$ cat src/rtl/fetch_ifid_if.sv
// Fetch-stage bus bundle: hazard/branch controls, instruction-memory port and IF/ID outputs.
// flush_count is present only when IFID_FLUSH_CNT_EN is defined.
interface fetch_ifid_if;
    logic        stall;
    logic        valid_in;
    logic [15:0] redirect_pc;
    logic [15:0] imem_data;
    logic [15:0] imem_addr;
    logic [15:0] instr_IFID;
    logic [15:0] pc_IFID;
    logic [15:0] pc_plus1_IFID;
    logic        valid_out_IFID;
`ifdef IFID_FLUSH_CNT_EN
    logic [15:0] flush_count;
`endif

    modport master (
`ifdef IFID_FLUSH_CNT_EN
        output flush_count,
`endif
        input  stall,
        input  valid_in,
        input  redirect_pc,
        input  imem_data,
        output imem_addr,
        output instr_IFID,
        output pc_IFID,
        output pc_plus1_IFID,
        output valid_out_IFID
    );

    modport slave (
`ifdef IFID_FLUSH_CNT_EN
        input  flush_count,
`endif
        output stall,
        output valid_in,
        output redirect_pc,
        output imem_data,
        input  imem_addr,
        input  instr_IFID,
        input  pc_IFID,
        input  pc_plus1_IFID,
        input  valid_out_IFID
    );
endinterface

$ cat src/rtl/fetch_ifid.sv
// Instruction-fetch stage and IF/ID register for the 16-bit core.
// Optional saturating flush counter enabled by defining IFID_FLUSH_CNT_EN.
module fetch_ifid #(
    parameter logic [15:0] RESET_PC = 16'h0000
) (
    input  logic          clk,
    input  logic          rst,
    fetch_ifid_if.master  bus
);

    logic [15:0] pc_r;
    logic [15:0] instr_r;
    logic [15:0] pc_ifid_r;
    logic [15:0] pc_plus1_r;
    logic        valid_r;
    logic [15:0] pc_inc_s;

    assign pc_inc_s = pc_r + 16'h0001;

    // PC and IF/ID register: reset, then flush, then stall, then advance.
    always_ff @(posedge clk) begin
        if (rst) begin
            pc_r       <= RESET_PC;
            instr_r    <= 16'h0000;
            pc_ifid_r  <= 16'h0000;
            pc_plus1_r <= 16'h0000;
            valid_r    <= 1'b0;
        end else if (!bus.valid_in) begin
            // Squash the wrong-path fetch; pc_IFID/pc_plus1_IFID keep their last values.
            pc_r       <= bus.redirect_pc;
            instr_r    <= 16'h0000;
            pc_ifid_r  <= pc_ifid_r;
            pc_plus1_r <= pc_plus1_r;
            valid_r    <= 1'b0;
        end else if (bus.stall) begin
            pc_r       <= pc_r;
            instr_r    <= instr_r;
            pc_ifid_r  <= pc_ifid_r;
            pc_plus1_r <= pc_plus1_r;
            valid_r    <= valid_r;
        end else begin
            pc_r       <= pc_inc_s;
            instr_r    <= bus.imem_data;
            pc_ifid_r  <= pc_r;
            pc_plus1_r <= pc_inc_s;
            valid_r    <= 1'b1;
        end
    end

`ifdef IFID_FLUSH_CNT_EN
    logic [15:0] flush_cnt_r;

    // Saturating count of flush edges; a flush is counted even while stalled.
    always_ff @(posedge clk) begin
        if (rst) begin
            flush_cnt_r <= 16'h0000;
        end else if (!bus.valid_in && (flush_cnt_r != 16'hFFFF)) begin
            flush_cnt_r <= flush_cnt_r + 16'h0001;
        end else begin
            flush_cnt_r <= flush_cnt_r;
        end
    end

    assign bus.flush_count = flush_cnt_r;
`endif

    assign bus.imem_addr      = pc_r;
    assign bus.instr_IFID     = instr_r;
    assign bus.pc_IFID        = pc_ifid_r;
    assign bus.pc_plus1_IFID  = pc_plus1_r;
    assign bus.valid_out_IFID = valid_r;

endmodule

$ cat src/flat_wrapper.sv
// flat-port wrapper written by rule: the top's interface ports become plain ports
module fetch_ifid_flat 
#(
    parameter logic [15:0] RESET_PC = 16'h0000
)
  (clk, rst, bus_stall, bus_valid_in, bus_redirect_pc, bus_imem_data, bus_imem_addr, bus_instr_IFID, bus_pc_IFID, bus_pc_plus1_IFID, bus_valid_out_IFID);
  fetch_ifid_if bus_i ();
  input  logic clk;
  input  logic rst;
  input wire logic [$bits(bus_i.stall)-1:0] bus_stall;
  input wire logic [$bits(bus_i.valid_in)-1:0] bus_valid_in;
  input wire logic [$bits(bus_i.redirect_pc)-1:0] bus_redirect_pc;
  input wire logic [$bits(bus_i.imem_data)-1:0] bus_imem_data;
  output wire logic [$bits(bus_i.imem_addr)-1:0] bus_imem_addr;
  output wire logic [$bits(bus_i.instr_IFID)-1:0] bus_instr_IFID;
  output wire logic [$bits(bus_i.pc_IFID)-1:0] bus_pc_IFID;
  output wire logic [$bits(bus_i.pc_plus1_IFID)-1:0] bus_pc_plus1_IFID;
  output wire logic [$bits(bus_i.valid_out_IFID)-1:0] bus_valid_out_IFID;
  assign bus_i.stall = bus_stall;
  assign bus_i.valid_in = bus_valid_in;
  assign bus_i.redirect_pc = bus_redirect_pc;
  assign bus_i.imem_data = bus_imem_data;
  assign bus_imem_addr = bus_i.imem_addr;
  assign bus_instr_IFID = bus_i.instr_IFID;
  assign bus_pc_IFID = bus_i.pc_IFID;
  assign bus_pc_plus1_IFID = bus_i.pc_plus1_IFID;
  assign bus_valid_out_IFID = bus_i.valid_out_IFID;
  fetch_ifid #(.RESET_PC(RESET_PC)) u_core (.clk(clk), .rst(rst), .bus(bus_i));
endmodule
$ cat config.mk
export PLATFORM = sky130hd
export DESIGN_NAME = fetch_ifid_flat
export DESIGN_NICKNAME = d
export VERILOG_FILES = /design/src/rtl/fetch_ifid_if.sv /design/src/rtl/fetch_ifid.sv /design/src/flat_wrapper.sv
export SDC_FILE = /design/constraint.sdc
export NUM_CORES = 1
export LEC_CHECK = 0
export CAP_MARGIN = 20
export CORE_UTILIZATION = 40
export DETAILED_ROUTE_END_ITERATION = 8
export PLACE_DENSITY_LB_ADDON = 0.05
export SLEW_MARGIN = 0
export SYNTH_ARGS = -nofsm -noshare
export SYNTH_HDL_FRONTEND = slang
export SYNTH_SLANG_ARGS = --single-unit
$ cat constraint.sdc
create_clock -name clk -period 1.6 [get_ports clk]
set_input_delay 0.16 -clock clk [delete_from_list [all_inputs] [get_ports clk]]
set_output_delay 0.16 -clock clk [all_outputs]
set_load 0.005 [all_outputs]
Word level (Yosys, flattened, before mapping) --
Index checks and enable logic that the tools add are counted.
Cells by class: $add $sub $neg 1, equal/unequal tests 1, muxes and demuxes 2, bitwise gates (word level) 2, reductions and logical operators 2
Operator list (count):
- 16-bit two-way mux | 2
- 16-bit by 1-bit adder with 16-bit output (second input constant) | 1
- 2-bit inequality test (second input constant) | 1
- 1-bit NOT | 2
- 2-bit AND reduction | 1
- 2-bit OR reduction | 1
Storage, ports and cells: register bits 65, input bits 36, output and inout bits 65, logic and storage cells 13

Logic depth before layout (Yosys ltp) --
depth in word-level cells 3, mapped depth 6, mapped depth without buffers 5

Worst setup path after synthesis --
OpenSTA, ideal clock, no wires.
path kind register -> register, from reg u_core.pc_r[1] (netlist: u_core.bus.imem_addr[1]), to reg u_core.pc_plus1_r[8] (netlist: u_core.bus.pc_plus1_IFID[8]), library setup time 0.086 ns, arrival time 1.508 ns, required time 1.514 ns, slack 0.007 ns, stages on the path, launching flop included 6, buffers on the path 0, clock period less this slack 1.593 ns, cells stage by stage dfxtp_1 > ha_1 > nand3_1 > or3_1 > xor2_1 > a211oi_1
Between the ends: word-level cells in the longest chain between the ends 1
Ends and longest elaborated chain:
- from (decl) | line fetch_ifid.sv:11 | logic [15:0] pc_r;
- from (signal assigned) | line fetch_ifid.sv:30 | pc_r <= bus.redirect_pc;
- from (signal assigned) | line fetch_ifid.sv:36 | pc_r <= pc_r;
- from (signal assigned) | line fetch_ifid.sv:42 | pc_r <= pc_inc_s;
- 16-bit by 1-bit adder with 16-bit output | line fetch_ifid.sv:18 | assign pc_inc_s = pc_r + 16'h0001;
- to (signal assigned) | line fetch_ifid.sv:33 | pc_plus1_r <= pc_plus1_r;
- to (signal assigned) | line fetch_ifid.sv:39 | pc_plus1_r <= pc_plus1_r;
- to (signal assigned) | line fetch_ifid.sv:45 | pc_plus1_r <= pc_inc_s;
- to (decl) | line fetch_ifid.sv:14 | logic [15:0] pc_plus1_r;
No other way between the ends. A chain may end at the register's enable or synchronous reset.

Final worst setup path --
from reg u_core.pc_r[3] (netlist: u_core.bus.imem_addr[3]), to out bus_imem_addr[3]
RTL lines:
- to (decl) | line flat_wrapper.sv:14 | output wire logic [$bits(bus_i.imem_addr)-1:0] bus_imem_addr;
No word-level cell between the ends.

==> results.sh <==
export IMPL_type_of_the_worst_setup_path="flip-flop to primary output"
export IMPL_yosysMostFrequentCell="dfxtp_1"
export IMPL_compound_gate_portion_of_the_synthesized_area=0.122
export IMPL_synth_area_sq_mm=0.00281
export IMPL_clkTransAtPathRegs_ns=0.08
export IMPL_clock_tree_htree_level_count=3
export IMPL_first_global_vias=2492
export IMPL_vias=2659
export IMPL_critical_path_max_fanout=6
export IMPL_numClockSinks=65
export IMPL_synth_adder_area_share=0.00445
export IMPL_gr_usage_all_layers=0.210
export IMPL_boundaryPins=101
export IMPL_dp_hpwl_microns=5330
export IMPL_ys_top_cells_by_count="dfxtp_1, nor2_1, nand2_1"
export IMPL_tightestPinTransition_ns=0.334
export IMPL_synth_edf_count=0
export IMPL_floorplan_core_area_sq_mm=0.00679
export IMPL_grt_start_max_net_pins=36
export IMPL_floorplan_initialDensity=0.413
export IMPL_globalRouteOverflowTotal=0
export IMPL_grt_antenna_before_repair=0
export IMPL_synthArstFlopShare=0
export IMPL_die_h_microns=85.8
export IMPL_p_leak_nw=1.61
export IMPL_hold_viol_final=0
export IMPL_slew_headroom=0.775
export IMPL_floorplan_rows=30
export IMPL_maxSlewViolCount=0
export IMPL_peakVddDrop_uv=649
export IMPL_grt_pass1_wl_microns=11900
export IMPL_portBuffers=100
export IMPL_postSynthAreaPerCell_sq_um=8.75
export IMPL_insertedDiodeCount=0
export IMPL_regToRegSetupSlack_ns=0.08
export IMPL_viasPerCell=4.92
export IMPL_synth_yosys_warnings=0
export IMPL_setup_violations=0
export IMPL_cts_inserted_buffers=9
export IMPL_synth_seq_cells=65
export IMPL_setup_ws_final_ns=0.0402
export IMPL_max_cap_violations=0
export IMPL_crit_start="u_core.bus.imem_addr[3]"
export IMPL_area_contributors_post_synth="dfxtp_1, nor2_1, mux2i_1"
export IMPL_period_minus_slack_ns=1.56
export IMPL_grt_setup_unrepaired="yes"
export IMPL_ctsHoldBuffers=0
export IMPL_gp_routability_congestion=0.846
export IMPL_area_of_the_die_sq_mm=0.00736
export IMPL_rr_endpoint="u_core.bus.pc_plus1_IFID[8]"
export IMPL_clk_latency_ns=0.35
export IMPL_firstDrtPassIters=4
export IMPL_cts_root_buf="clkbuf_8"
export IMPL_route_detailed_wl_per_inst_microns=13.6
export IMPL_post_synth_top_area_fraction=0.463
export IMPL_postSynthCellCount=321
export IMPL_timing_clock_skew_ns=0.00891
export IMPL_final_core_utilization=0.647
export IMPL_critPathArrivalTime_ns=1.40
export IMPL_timing_critical_path_from_type="flip-flop"
export IMPL_wl_microns=7340
export IMPL_worstPathRequired_ns=1.44
export IMPL_synth_top_family_by_area="simple AND/OR/NAND/NOR gates"
export IMPL_synthesis_nets=358
export IMPL_reg2reg_depth=5
export IMPL_placedInstanceArea_sq_mm=0.00412
export IMPL_layout_area_overhead_vs_synth_pct=56.5
export IMPL_ant_nets=0
export IMPL_regToRegStartpoint="u_core.bus.imem_addr[0]"
export IMPL_run_status="complete, no violations"
export IMPL_max_clock_freq_mhz=641
export IMPL_synth_yosys_seq_area_share=0.463
export IMPL_chipWidth_microns=85.8
export IMPL_final_min_period_over_clock_period=0.975
export IMPL_cts_path_max_buffers=2
export IMPL_post_synth_top_area_cell="dfxtp_1"
export IMPL_ys_flop_type="dfxtp_1"
export IMPL_finalNetCount=476
export IMPL_worstSetupEndpointType="primary output"
export IMPL_detailedPlace_worstSlack_ns=-0.0967
export IMPL_critical_path_endpoint="bus_imem_addr[3]"
export IMPL_distinct_cells_synth=36
export IMPL_yosys_area_share_xor_xnor=0.0748
export IMPL_muxShareOfSynthArea=0.0641
export IMPL_power_density_mw_per_mm2=910
export IMPL_tns_ns=0
export IMPL_drt_first_iter_violations=61
export IMPL_p_total_mw=4.00
export IMPL_final_layout_size_suffix_gt1_frac=0.164
export IMPL_synth_simple_gate_area_frac=0.221
export IMPL_drc_violations=0
export IMPL_tritoncts="done"
export IMPL_hp_class="input port to flip-flop"
export IMPL_final_area_sq_mm=0.00440
==> how the worst min path moves through the flow <==
stage                               from  cells past startpoint  slack, ns                   endpoint
6_report                             rst                      3       0.27      u_core.bus.pc_IFID[1]
5_1_grt                              rst                      3       0.31     u_core.bus.pc_IFID[15]
4_1_cts                              rst                      3       0.26      u_core.bus.pc_IFID[1]
3_5_place_dp   u_core.bus.valid_out_IFID                      2       0.44  u_core.bus.valid_out_IFID
3_3_place_gp   u_core.bus.valid_out_IFID                      2       0.43  u_core.bus.valid_out_IFID
2_1_floorplan         bus_redirect_pc[0]                      2       0.30    u_core.bus.imem_addr[0]
==> area by class of cell <==
| class | count | area, sq um |
|---|---|---|
| clock inverter | 5 | 77.6 |
| timing repair buffer | 136 | 1320 |
| sequential | 65 | 1320 |
| inverter | 2 | 7.51 |
| clock buffer | 11 | 151 |
| multi-input combinational | 225 | 1400 |
| tap | 96 | 120 |
| fill | 609 | 2400 |
==> cells in the final DEF, fill, tap and decap left out, types with 11 or more instances in the layout <==
cell,count
dfxtp_1,58
xnor2_1,16
nand2_1,39
clkbuf_8,11
mux2i_1,18
a211oi_1,24
clkdlybuf4s50_1,98
nor2_1,49
buf_4,32
a21oi_1,19
==> critical path, cell delays in order (launching register included) <==
cell and delay [ns]:
dfxtp_4 0.39, buf_4 0.15, clkdlybuf4s50_1 0.52
==> per-layer routing <==
layer,up-vias,track usage,share of wire
met1,1237,0.250,0.45
met2,68,0.348,0.48
met5,-,0,0
li1,1340,-,-
met3,14,0.0529,0.045
met4,0,0.115,0.025
==> state kept, by name, summed over array words and instances, names as in the netlist <==
signal                     cells
u_core.bus.valid_out_IFID      1
u_core.bus.instr_IFID         16
u_core.bus.imem_addr          16
u_core.bus.pc_plus1_IFID      16
u_core.bus.pc_IFID            16
==> power by group <==
part	switching, mW	internal, mW
clock	0.653	0.957
combinational	0.255	0.372
sequential	0.0639	1.70
==> kinds of logic after synthesis <==
logic type | Yosys count
DFF | 65
muxes | 18
xor gates and xnor gates | 24
AOI/OAI and AO/OA | 53
adders and majority gates | 1
and+or+nand+nor | 129
buffers and inverters | 31
==> what timing repair did <==
action,in CTS,in global routing
gates cloned,0,0
endpoints found under the setup margin,8,12
buffers inserted,0,0
resized for setup,8,10
==> metrics by stage <==
step | cells | hold WS (ns)
after global routing | 540 | 0.305
after detailed placement | 524 | 0.442
after floorplan | 321 | 0.304
after CTS | 540 | 0.264
after global placement | 524 | 0.431
final | 540 | 0.267
(Power assumes the default switching activity.)
